--- src/rtl/fsm_step_ctrl.sv ---
// Front-end for the 2-state Moore core: it synchronises and debounces the switches and the step
// button, and issues one-cycle step pulses that never coincide with a switch-value change.
module fsm_step_ctrl #(
    parameter int DEBOUNCE_CYCLES = 16,
    parameter int RUN_DIV         = 8,
    parameter int CNT_W           = 8
) (
    input  logic             clk,
    input  logic             reset,
    input  logic [1:0]       sw_raw,
    input  logic             btn_raw,
    input  logic             run_raw,
    output logic [1:0]       sw_out,
    output logic             ctrl_out,
    output logic [CNT_W-1:0] step_count,
    output logic             mode
);
    localparam int DB_W  = $clog2(DEBOUNCE_CYCLES + 1);
    localparam int DIV_W = $clog2(RUN_DIV);

    localparam logic [0:0] ST_MANUAL = 1'b0;
    localparam logic [0:0] ST_RUN    = 1'b1;

    logic [1:0]            sw_s1, sw_s2;
    logic                  btn_s1, btn_s2;
    logic                  run_s1;
    logic [0:0]            state, next_state;
    logic [2:0]            db_q, db_d;
    logic [2:0][DB_W-1:0]  db_cnt_q, db_cnt_d;
    logic [DIV_W-1:0]      div_q, div_d;
    logic                  pend_q, pend_d;
    logic                  fire, run_req, man_req, req, sw_chg;
    logic [2:0]            sync_v;

    // The FSM state register doubles as the second synchroniser flop for run_raw.
    assign next_state = run_s1 ? ST_RUN : ST_MANUAL;
    assign sync_v     = {btn_s2, sw_s2};

    always_comb begin
        db_d     = db_q;
        db_cnt_d = '0;
        for (int i = 0; i < 3; i++) begin
            if (sync_v[i] != db_q[i]) begin
                if (db_cnt_q[i] == DB_W'(DEBOUNCE_CYCLES - 1)) begin
                    db_d[i] = sync_v[i];
                end else begin
                    db_cnt_d[i] = db_cnt_q[i] + DB_W'(1);
                end
            end
        end
    end

    always_comb begin
        div_d   = '0;
        run_req = 1'b0;
        if (state == ST_RUN && next_state == ST_RUN) begin
            if (div_q == DIV_W'(RUN_DIV - 1)) begin
                run_req = 1'b1;
            end else begin
                div_d = div_q + DIV_W'(1);
            end
        end
    end

    assign man_req = (state == ST_MANUAL) && db_d[2] && !db_q[2];
    assign req     = man_req || run_req;
    assign sw_chg  = (db_d[1:0] != db_q[1:0]);

    // A request that lands on a switch update is deferred; at most one pulse is ever outstanding.
    always_comb begin
        fire   = 1'b0;
        pend_d = pend_q;
        if (pend_q) begin
            if (!sw_chg) begin
                fire   = 1'b1;
                pend_d = 1'b0;
            end
        end else if (req && !ctrl_out) begin
            if (sw_chg) begin
                pend_d = 1'b1;
            end else begin
                fire = 1'b1;
            end
        end
    end

    always_ff @(posedge clk) begin
        if (reset) begin
            sw_s1      <= '0;
            sw_s2      <= '0;
            btn_s1     <= 1'b0;
            btn_s2     <= 1'b0;
            run_s1     <= 1'b0;
            state      <= ST_MANUAL;
            db_q       <= '0;
            db_cnt_q   <= '0;
            div_q      <= '0;
            pend_q     <= 1'b0;
            ctrl_out   <= 1'b0;
            step_count <= '0;
        end else begin
            sw_s1      <= sw_raw;
            sw_s2      <= sw_s1;
            btn_s1     <= btn_raw;
            btn_s2     <= btn_s1;
            run_s1     <= run_raw;
            state      <= next_state;
            db_q       <= db_d;
            db_cnt_q   <= db_cnt_d;
            div_q      <= div_d;
            pend_q     <= pend_d;
            ctrl_out   <= fire;
            if (fire) begin
                step_count <= step_count + CNT_W'(1);
            end
        end
    end

    assign sw_out = db_q[1:0];
    assign mode   = (state == ST_RUN);

endmodule
--- config.mk ---
export PLATFORM = sky130hd
export DESIGN_NAME = fsm_step_ctrl
export DESIGN_NICKNAME = d
export VERILOG_FILES = /design/src/rtl/fsm_step_ctrl.sv
export SDC_FILE = /design/constraint.sdc
export NUM_CORES = 1
export LEC_CHECK = 0
export BUFFER_PORTS_ARGS = -buffer_cell sky130_fd_sc_hd__buf_2
export CORE_AREA = 2 2 65 67
export CTS_CLUSTER_SIZE = 14
export DETAILED_ROUTE_END_ITERATION = 8
export DIE_AREA = 0 0 67 69
export GPL_TIMING_DRIVEN = 0
export MAX_ROUTING_LAYER = met4
export SYNTH_ARGS = -nofsm -noshare
export SYNTH_HDL_FRONTEND = slang
export SYNTH_SLANG_ARGS = --single-unit
--- constraint.sdc ---
create_clock -name clk -period 5.3 [get_ports clk]
set_input_delay 1.06 -clock clk [delete_from_list [all_inputs] [get_ports clk]]
set_output_delay 1.06 -clock clk [all_outputs]
set_load 0.05 [all_outputs]
After elaboration in Yosys (flattened, before gate mapping) --
Cells that the tools add are included.
Word-level totals: bits in registers 39, output and inout port bits 12, input bits 6, logic and storage cells 58
Cells by class: reductions and logical operators 11, bitwise operators 5, mux-type cells 15, equality and inequality tests 8, add/subtract/negate cells 5
Operators by type and width (count):
- $add A5 B1 Y5 const B | 3
- $eq A5 B4 Y1 const B | 3
- $mux W1 | 15
- $reduce_or A3 Y1 | 4
- $add A8 B1 Y8 const B | 1
- $not A1 Y1 | 5
- $logic_and A1 B1 Y1 | 4
- $add A3 B1 Y3 const B | 1
- $eq A3 B3 Y1 const B | 1
- $ne A1 B1 Y1 | 3
- $logic_not A1 Y1 | 2
- $ne A2 B2 Y1 | 1
- $logic_or A1 B1 Y1 | 1

Depth between registers and ports, before layout --
Gate-level depths: netlist of the first run.
depth after elaboration 9, gate-level depth with buffers 7, mapped depth without buffers 6

Worst setup path before layout of the first run --
OpenSTA, ideal clock, no wires.
kind register to register, start register db_cnt_q[0] (netlist name), end register step_count[5], buffers on the path 0, library setup time 123 ps, arrival time 1955 ps, data required time 5177 ps, stages on the path, launching flop included 7, period minus slack after synthesis 2078 ps, setup slack 3222 ps, cells stage by stage dfxtp_1 -> ha_1 -> and3_1 -> ha_1 -> a22o_1 -> or4_1 -> mux2_1
On the way: longest elaborated chain between the ends 7
RTL lines:
- start, declared | line 29 | logic [2:0][DB_W-1:0] db_cnt_q, db_cnt_d;
- start signal, assigned | line 109 | db_cnt_q <= db_cnt_d;
- $eq A5 B4 Y1 * | line 44 | if (db_cnt_q[i] == DB_W'(DEBOUNCE_CYCLES - 1)) begin
- $mux W1 * | line 44
- $mux W1 * | line 43 | if (sync_v[i] != db_q[i]) begin
- $ne A2 B2 Y1 * | line 67 | assign sw_chg = (db_d[1:0] != db_q[1:0]);
- $mux W1 * | line 74, 79
- $mux W1 | line 78 | end else if (req && !ctrl_out) begin
- $mux W1 * | line 73 | if (pend_q) begin
- end signal, assigned | line 114 | step_count <= step_count + CNT_W'(1);
- end, declared | line 15 | output logic [CNT_W-1:0] step_count,
Mark *: on every way between the ends. The rest lies on a longest branch, timed or not. A chain may end at the register's enable or synchronous reset.

Worst setup path in the final report of the first run --
start register db_cnt_q[0] (netlist name), end register step_count[6]
Same word-level chain as after synthesis.

==> metrics, run 1 <==
run status complete, no violations; Mapped Cells roughly 150; crit-path max FO 10; unique cell type count in the Yosys netlist 30; initial antenna violation count 0; gp weighted congestion ~0.77; fin crit period 2.28 ns; DR pass1 iterations 4; Worst-path clk slew 0.07 ns; Area Growth Syn to Fin 17.0%; synth top area cells dfxtp_1, ha_1, nor2_1; first-pass GRT wire length approximately 4.5 mm; DR DRC count 0; critical path's slowest cell mux2_1; final setup fails 0; Synth Cell Area around 0.0015 mm²; # Max-Cap Violations 0; CTS sink cnt 39; proportion of layout cells with a drive suffix above 1 ~16%; yosys warns 0; quantity of hold-fixing buffers added after cts 0; Final nets between 150 and 200; Hold Crit Class flip-flop to flip-flop; post-synth top area cell dfxtp_1; Syn Nets between 150 and 200; Hold Crit Depth 1; die area roughly 0.0046 mm²; cell mode on critical path ha_1; H-tree depth 2; Critical Path Start Type flip-flop; largest net degree at the start of global routing 13; Worst Path Required approximately 5.5 ns; RR Startpoint db_cnt_q[0]; clk_lat worst skew slightly below 0.3 ns; antenna cells 0; clk_skew about 0.0079 ns; Clock Tree Buf Depth 2; pin slew with the least headroom to its limit about 0.47 ns; Worst VDD drop around 0.00016 V; Die Height 69 µm; CP endpoint kind flip-flop; core area about 0.0039 mm²; ANT nets after route 0; Reg2Reg Depth 7; via density per instance roughly 4.8; final hold vios 0; critical-path cell list ha_1 -> and3_1 -> ha_1 -> a22o_1 -> clkbuf_1 -> nor4_1 -> mux2_1; Max Fclk ~0.44 GHz; FF-to-FF End step_count[6]; IO Count 18; number of synthesized register bits 39; sequential fraction of the synthesis area between 50% and 60%; post-route setup TNS 0 ns; postcts setup bufs 0; Worst slew margin 68.5%; Avg Synthesized Cell Area about 10 µm²; Setup CP Type flip-flop to flip-flop; Port Buffer Count 16; number of global-route vias before repair about 1.1k; Min-Delay Startpoint div_q[0]; WL per Instance ~12 µm; fin worst setup slack approximately 3.0 ns; pwr dens 314 mW/mm²; clock root buffer clkbuf_8; max-slew violation count 0; die width roughly 67 µm; Hold Path End div_q[0]; dpl hpwl 1.95 mm; crit path DAT roughly 2.5 ns; Routed Wire Length 2.68 mm; Max stage delay on crit path around 0.35 ns; CTS tree built; r2r setup slk approximately 3.0 ns; via count 1095; unrepaired setup endpoints after global routing false; Yosys top cell area share about half; std cell rows 23; initial core utilization 39.1%; post-CTS sizing 0; Place WS around 3 ns; Total Routing Usage GR a little over an eighth; post-route clock period utilization between 40% and 50%; static leakage between 0.7 and 0.8 nW; cts bufs inserted 5; 1st-iter DRT viols 18; Congestion Overflow GR 0
## layer usage
metal  vias up  global-route usage, %  part of all wire, %
met4         0                   6.80                  2.2
li1        564                      -                    -
met1       500                   15.0                   45
met3         9                   4.89                  4.9
met2        22                   20.8                   48
met5         -                      -                    0
## registers in the layout, summed over array words and instances (netlist names)
| signal | cells |
|---|---|
| div_q | 3 |
| sw_s1 | 2 |
| db_q | 3 |
| btn_s2 | 1 |
| run_s1 | 1 |
| pend_q | 1 |
| sw_s2 | 2 |
| step_count | 8 |
| btn_s1 | 1 |
| mode | 1 |
| ctrl_out | 1 |
| db_cnt_q | 15 |
## worst max-delay path by stage
stage / startpoint / endpoint / cells past startpoint
after floorplan: db_cnt_q[0] / step_count[5] / 6
after global placement: reset / step_count[6] / 4
after detailed placement: reset / step_count[6] / 4
after CTS: db_cnt_q[0] / step_count[6] / 7
after global routing: db_cnt_q[5] / step_count[6] / 7
final: db_cnt_q[0] / step_count[6] / 7
## Yosys cell counts (all sizes together)
cell type  instances
clkbuf             5
mux2               3
nor3               1
dfxtp             39
or4                4
buf                2
nand4              2
inv                6
xor2               5
nor4b              1
and4b              1
nand2              2
and3b              1
mux2i              3
a211oi             1
a21oi              5
xnor2              4
nor2b             12
nor4               2
or3                2
ha                 9
or3b               1
o31ai              3
nor2              22
a22o               1
and3               5
o21ai              2
nand3              6
and2               3
## cell type report
type / count / area (µm²)
clock buffer: 6 / 82.6
fill: 394 / 2120
sequential: 39 / 781
clock inverter: 2 / 35.0
buffer: 7 / 33.8
multi-input combinational: 101 / 694
tap: 50 / 62.6
timing repair buffer: 16 / 80.1
inverter: 6 / 22.5
## worst max-delay path: cells and delay by family, from the launching register on
kind,cells,cell delay (ns)
simple gates,2,0.53
fa+ha+maj,2,0.44
mux,1,0.35
flops,1,0.33
compound gates,1,0.29
buf+inv,1,0.22
## cell usage in the layout (no fill, tap or decap), types with 2 or more instances in the layout
cell      Yosys  routed
xor2_1        5       5
and2_1        3       3
nand4_1       2       2
nor4_1        2       2
mux2i_1       3       3
a21oi_1       5       5
o21ai_0       2       2
xnor2_1       4       4
inv_1         6       6
dfxtp_1      39      39
and3_1        5       5
clkbuf_1      5       5
or3_1         2       2
nor2b_1      12      12
o31ai_1       3       3
nor2_1       22      22
clkbuf_8      0       6
mux2_1        2       2
ha_1          9       9
buf_2         0      16
or4_1         4       4
buf_4         2       2
nand3_1       6       6
nand2_1       2       2
## power breakdown
| part | switching, mW | internal (mW) |
|---|---|---|
| Sequential | 0.00196 | 0.296 |
| Combinational | 0.00790 | 0.00477 |
| Clock | 0.0998 | 0.152 |
## cell families (layout without fill, tap and decap cells)
kind of cell	Yosys count	count (layout)	synth area share, %
simple gates	65	65	23.5
compound gates	12	12	5.15
flops	39	39	51.0
xor+xnor	9	9	5.15
mux	6	6	4.17
fa+ha+maj	9	9	7.35
buf+inv	13	37	3.68
## stage by stage
step | hold WS [ns] | power [mW] | std cells | cell area [µm²] | utilization, %
6_report | 0.430 | 0.563 | 227 | 1790 | 45.8
5_1_grt | 0.455 | 0.585 | 227 | 1790 | 45.8
4_1_cts | 0.434 | 0.570 | 227 | 1790 | 45.8
3_5_place_dp | 0.423 | 0.318 | 219 | 1670 | 42.8
3_3_place_gp | 0.408 | 0.317 | 219 | 1670 | 42.8
2_1_floorplan | 0.398 | 0.313 | 153 | 1530 | -
(Power assumes the default switching activity.)
==> inputs of run 2 (changes only) <==
Clock period 5.3 ns to 1.9 ns, I/O delays scaled along.
==> run 2 against run 1 <==
The run now ends with negative setup slack left. Sequential share of layout area decreased by 4.1 points. Critical path type unchanged. Largest power group unchanged. Via count increased by 6.2%. Worst setup slack got worse by 3.1 ns. Register-to-register slack got worse by 3.1 ns.
==> metrics, run 2 (same netlist as run 1, synthesis figures left out) <==
Max Fclk 0.497 GHz (+13%); pwr dens 700 mW/mm² (+120%); core area 0.00391 mm² (unchanged); Hold Crit Class input pin to flip-flop; Routed Wire Length 3.11 mm (+16%); WL per Instance 13.3 µm (+12%); run status finished with violations; max-slew violation count 0 (unchanged); CP endpoint kind flip-flop; dpl hpwl 2.00 mm (+2.2%); clk_lat worst skew 0.29 ns (about the same); post-route clock period utilization 106% (+63 points); fin crit period 2.01 ns (-0.263 ns); antenna cells 0 (unchanged); quantity of hold-fixing buffers added after cts 0 (unchanged); via density per instance 4.95 (+2.6%); ANT nets after route 0 (unchanged); number of global-route vias before repair 1193 (+11%); Switching Fraction 22.1% (+2.7 points); DR DRC count 0 (unchanged); Comb power frac 2.7% (+0.5 points); clk_skew 0.00941 ns (+0.00152 ns); static leakage 0.801 nW (+5.6%); failing checks negative setup slack; Clock Tree Buf Depth 2 (unchanged); Largest register FFs 15 (unchanged); Worst VDD drop 0.000551 V (+240%); Core Util, Final 51.2% (+5.5 points); Critical Path Start Type flip-flop; NetSw 0.311 mW (+180%); proportion of layout cells with a drive suffix above 1 36.2% (+20 points); most common cell after layout, fill and taps aside dfxtp_1; initial core utilization 39.1% (unchanged); crit path launch db_cnt_q[1]; r2r setup slk -0.11 ns (-3.14 ns); fillers 387 (-1.8%); CTS tree built; Die Height 69 µm (unchanged); Port Buffer Count 16 (unchanged); clock root buffer clkbuf_8; largest net degree at the start of global routing 13 (unchanged); Total Routing Usage GR 15.0% (+1.5 points); Min-Delay Startpoint sw_raw[1]; FF-to-FF End step_count[5]; DR pass1 iterations 4 (unchanged); die width 67 µm (unchanged); cts bufs inserted 5 (unchanged); IO Count 18 (unchanged); 1st-iter DRT viols 33 (+15); Final Instance Area 0.00201 mm² (+12%); first-pass GRT wire length 5.14 mm (+14%); Place WS -0.341 ns (-3.30 ns); Clk pwr share 37.9% (-6.9 points); final setup fails 4 (+4); Critical Path End step_count[5]; fin worst setup slack -0.114 ns (-3.14 ns); commonest cells after routing, fill and taps aside dfxtp_1, nor2_1, buf_2; Setup CP Type flip-flop to flip-flop; sequential power share 59.4% (+6.4 points); H-tree depth 2 (unchanged); Area Growth Syn to Fin 31.0%; Final nets 199 (+4.2%); unrepaired setup endpoints after global routing true; via count 1163 (+6.2%); # Max-Cap Violations 0 (unchanged); initial antenna violation count 0 (unchanged); Top Registers db_cnt_q: 15 flops, step_count: 8 flops; CTS sink cnt 39 (unchanged); Worst slew margin 62.2% (-6.4 points); crit-path max FO 5 (-5); RR Startpoint db_cnt_q[1]; Worst-path clk slew 0.08 ns (about the same); die area 0.00462 mm² (unchanged); Reg2Reg Depth 6 (-1); Pint 1.09 mW (+140%); overall power 1.40 mW (+150%); Congestion Overflow GR 0 (unchanged); Worst Path Required 2.09 ns (-3.39 ns); gp weighted congestion 0.816 (+6.5%); Post-DP Area 0.00174 mm² (+4.0%); most flop-heavy register db_cnt_q; pin slew with the least headroom to its limit 0.568 ns (+0.0957 ns); final hold vios 0 (unchanged); crit path DAT 2.20 ns (-0.26 ns); std cell rows 23 (unchanged)
run 2: metal layers:
layer / wire length (µm) / track usage, % / vias to the layer above
li1: - / - / 579
met1: 1340 / 15.9 / 557
met2: 1620 / 25.7 / 20
met3: 104 / 3.92 / 7
met4: 49 / 6.12 / 0
met5: 0 / - / -
run 2: area by class of cell:
class / instances / area (µm²) / share of cell area [%]
Clock inverter: 3 / 15.0 / 0.749
Inverter: 6 / 22.5 / 1.12
Tap cell: 50 / 62.6 / 3.12
Timing Repair Buffer: 24 / 144 / 7.17
Buffer: 7 / 47.5 / 2.37
Clock buffer: 5 / 68.8 / 3.43
Sequential cell: 39 / 792 / 39.5
Multi-Input combinational cell: 101 / 853 / 42.5
run 2: worst min path at each step:
stage / cells after the start / slack, ns / end
2_1_floorplan: 1 / 0.40 / div_q[0]
3_3_place_gp: 1 / 0.41 / div_q[0]
3_5_place_dp: 1 / 0.42 / div_q[0]
4_1_cts: 2 / 0.29 / sw_s1[1]
5_1_grt: 2 / 0.30 / sw_s1[1]
6_report: 2 / 0.30 / sw_s1[1]
run 2: stage by stage:
stage	std cells	TNS (ns)	hold WS (ns)
floorplan	153	-0.176	0.398
global placement	219	-0.683	0.407
detailed placement	219	-1.52	0.416
CTS	235	-0.154	0.295
global route	235	-0.479	0.299
finish	235	-0.215	0.300
run 2: what timing repair did:
action                     4_1_cts  5_1_grt
gates resized for setup         14       13
pin swaps                       11        2
cloned                           0        0
buffers inserted                 8        0
setup endpoints to repair       10        9
run 2: power groups by stage:
| stage | Combinational [mW] | Sequential, mW | Clock, mW |
|---|---|---|---|
| floorplan | 0.0217 | 0.853 | 0 |
| global placement | 0.0355 | 0.851 | 0 |
| detailed placement | 0.0366 | 0.852 | 0 |
| CTS | 0.0386 | 0.833 | 0.541 |
| global route | 0.0438 | 0.835 | 0.581 |
| finish | 0.0386 | 0.833 | 0.532 |
run 2: critical path: stages (launching register included):
cell and delay (ns):
dfxtp_2 0.35, ha_4 0.15, and3_4 0.18, ha_4 0.16, a22o_4 0.26, or4_4 0.51
mux2_4 0.30
==> inputs of run 3 (changes only) <==
Settings changed: BUFFER_PORTS_ARGS -buffer_cell sky130_fd_sc_hd__buf_2 to -buffer_cell sky130_fd_sc_hd__buf_4, CTS_CLUSTER_SIZE 14 to default.
==> run 3 against run 2 <==
The run still ends with negative setup slack left. Via count grew 1.0%. Non-clock buffer count is 4 higher. Count of clock-buffer cells in the layout increased by 1. Fmax decreased by 0.59%. Die area stayed put. Combinational power up 5%. Wire length is 3.1% lower. Worst hold slack got worse by 0.0046 ns. Largest power group unchanged.
==> metrics, run 3 (same netlist as run 1, synthesis figures left out) <==
Worst slew margin 64.1% (+1.9 points); die area 0.00462 mm² (unchanged); WHS 0.295 ns (-0.00460 ns); cell mode on critical path ha_4; Hold Crit Class input pin to flip-flop; Post-DP Area 0.00178 mm² (+2.3%); Setup CP Type flip-flop to flip-flop; Place WS -0.319 ns (+0.0217 ns); fin worst setup slack -0.126 ns (-0.0120 ns); run status finished with violations; Total Routing Usage GR 15.2% (+0.24 points); initial antenna violation count 0 (unchanged); largest net degree at the start of global routing 13 (unchanged); commonest cells after routing, fill and taps aside dfxtp_1, buf_4, nor2_1; crit-path max FO 5 (unchanged); proportion of layout cells with a drive suffix above 1 35.4% (-0.77 points); max-slew violation count 0 (unchanged); dpl hpwl 1.96 mm (-1.6%); post-route clock period utilization 107% (+0.63 points); WP buf/inv 0 (unchanged); final hold vios 0 (unchanged); gp weighted congestion 0.834 (+2.2%); fin crit period 2.03 ns (+0.0120 ns); number of global-route vias before repair 1132 (-5.1%); Placed Instances 219 (unchanged); Critical Path Start Type flip-flop; critical-path cell list ha_4 -> and3_4 -> ha_4 -> a22o_4 -> or4_4 -> mux2_4; Worst Path Required 2.08 ns (about the same); die width 67 µm (unchanged); overall power 1.58 mW (+12%); Worst VDD drop 0.000365 V (-34%); core area 0.00391 mm² (unchanged); Final Instance Area 0.00210 mm² (+4.6%); Clock Tree Buf Depth 2 (unchanged); Max Fclk 0.494 GHz (-0.59%); DR DRC count 0 (unchanged); # Max-Cap Violations 0 (unchanged); Max stage delay on crit path 0.51 ns (about the same); initial core utilization 39.1% (unchanged); non-filler cells, final 239 (+1.7%); CTS tree built; Top delay family on crit path simple AND/OR/NAND/NOR gates; Port Buffer Count 16 (unchanged); clk_lat worst skew 0.29 ns (about the same); Routed Wire Length 3.02 mm (-3.1%); Largest register FFs 15 (unchanged); 1st-iter DRT viols 27 (-18%); clk_skew 0.00528 ns (-0.00413 ns); unrepaired setup endpoints after global routing true; pwr dens 753 mW/mm² (+7.5%); via density per instance 4.92 (-0.66%); Worst-path clk slew 0.07 ns (about the same); crit path DAT 2.21 ns (about the same); Area Growth Syn to Fin 37.0%; std cell rows 23 (unchanged); Final nets 203 (+2.0%); Die Height 69 µm (unchanged); most common cell after layout, fill and taps aside dfxtp_1; clock root buffer clkbuf_8; post-route setup TNS -0.175 ns (+0.0398 ns); r2r setup slk -0.13 ns (about the same); CP endpoint kind flip-flop; IO Count 18 (unchanged); most flop-heavy register db_cnt_q; final setup fails 3 (-1); antenna cells 0 (unchanged); pin slew with the least headroom to its limit 0.539 ns (-0.0284 ns); ANT nets after route 0 (unchanged); cts bufs inserted 5 (unchanged); DR pass1 iterations 4 (unchanged); via count 1175 (+1.0%); WL per Instance 12.6 µm (-4.7%); H-tree depth 2 (unchanged); Core Util, Final 53.6% (+2.4 points); critical path's slowest cell or4_4; failing checks negative setup slack; first-pass GRT wire length 5.11 mm (-0.54%); static leakage 0.843 nW (+5.2%); Top Registers db_cnt_q: 15 flops, step_count: 8 flops; Congestion Overflow GR 0 (unchanged); CTS sink cnt 39 (unchanged)
## run 3: path summary, 6_finish.rpt
kind,from,to,depth (start not counted)
setup / recovery,db_cnt_q[0],step_count[5],6
setup reg to reg,db_cnt_q[0],step_count[5],6
hold reg to reg,div_q[0],div_q[0],1
hold / removal,sw_raw[1],sw_s1[1],2
## run 3: cell type report
type                    instances  area (µm²)
fillers                       376        1820
clock buffers                   6        82.6
inverters                       6        22.5
repair buffers                 28         226
multi-input cells             101         825
flip-flops and latches         39         790
well taps                      50        62.6
plain buffers                   7        55.1
clock inverters                 2        35.0
## run 3: where the power goes
group,internal [mW],switching [mW]
Sequential,0.827,0.00592
Combinational,0.0173,0.0233
Clock,0.425,0.281
Total,1.27,0.310
## run 3: repair_timing
action,4_1_cts,5_1_grt
gates resized for setup,13,12
endpoints found under the hold margin,0,0
buffers inserted,8,4
endpoints found under the setup margin,10,9
hold buffers,0,0
pin swaps,11,8
## run 3: worst register-to-register path: stages, from the launching register on
cell and delay (ns):
dfxtp_2 0.34, ha_4 0.15, and3_4 0.18, ha_4 0.16, a22o_4 0.27, or4_4 0.52, mux2_4 0.31
## run 3: routing by layer
metal	up-vias	share of wire [%]	GRT usage (%)
met1	552	44	16.8
met4	0	2.8	8.16
met3	8	4.5	5.22
met5	-	0	-
met2	22	48	23.7
li1	593	-	-
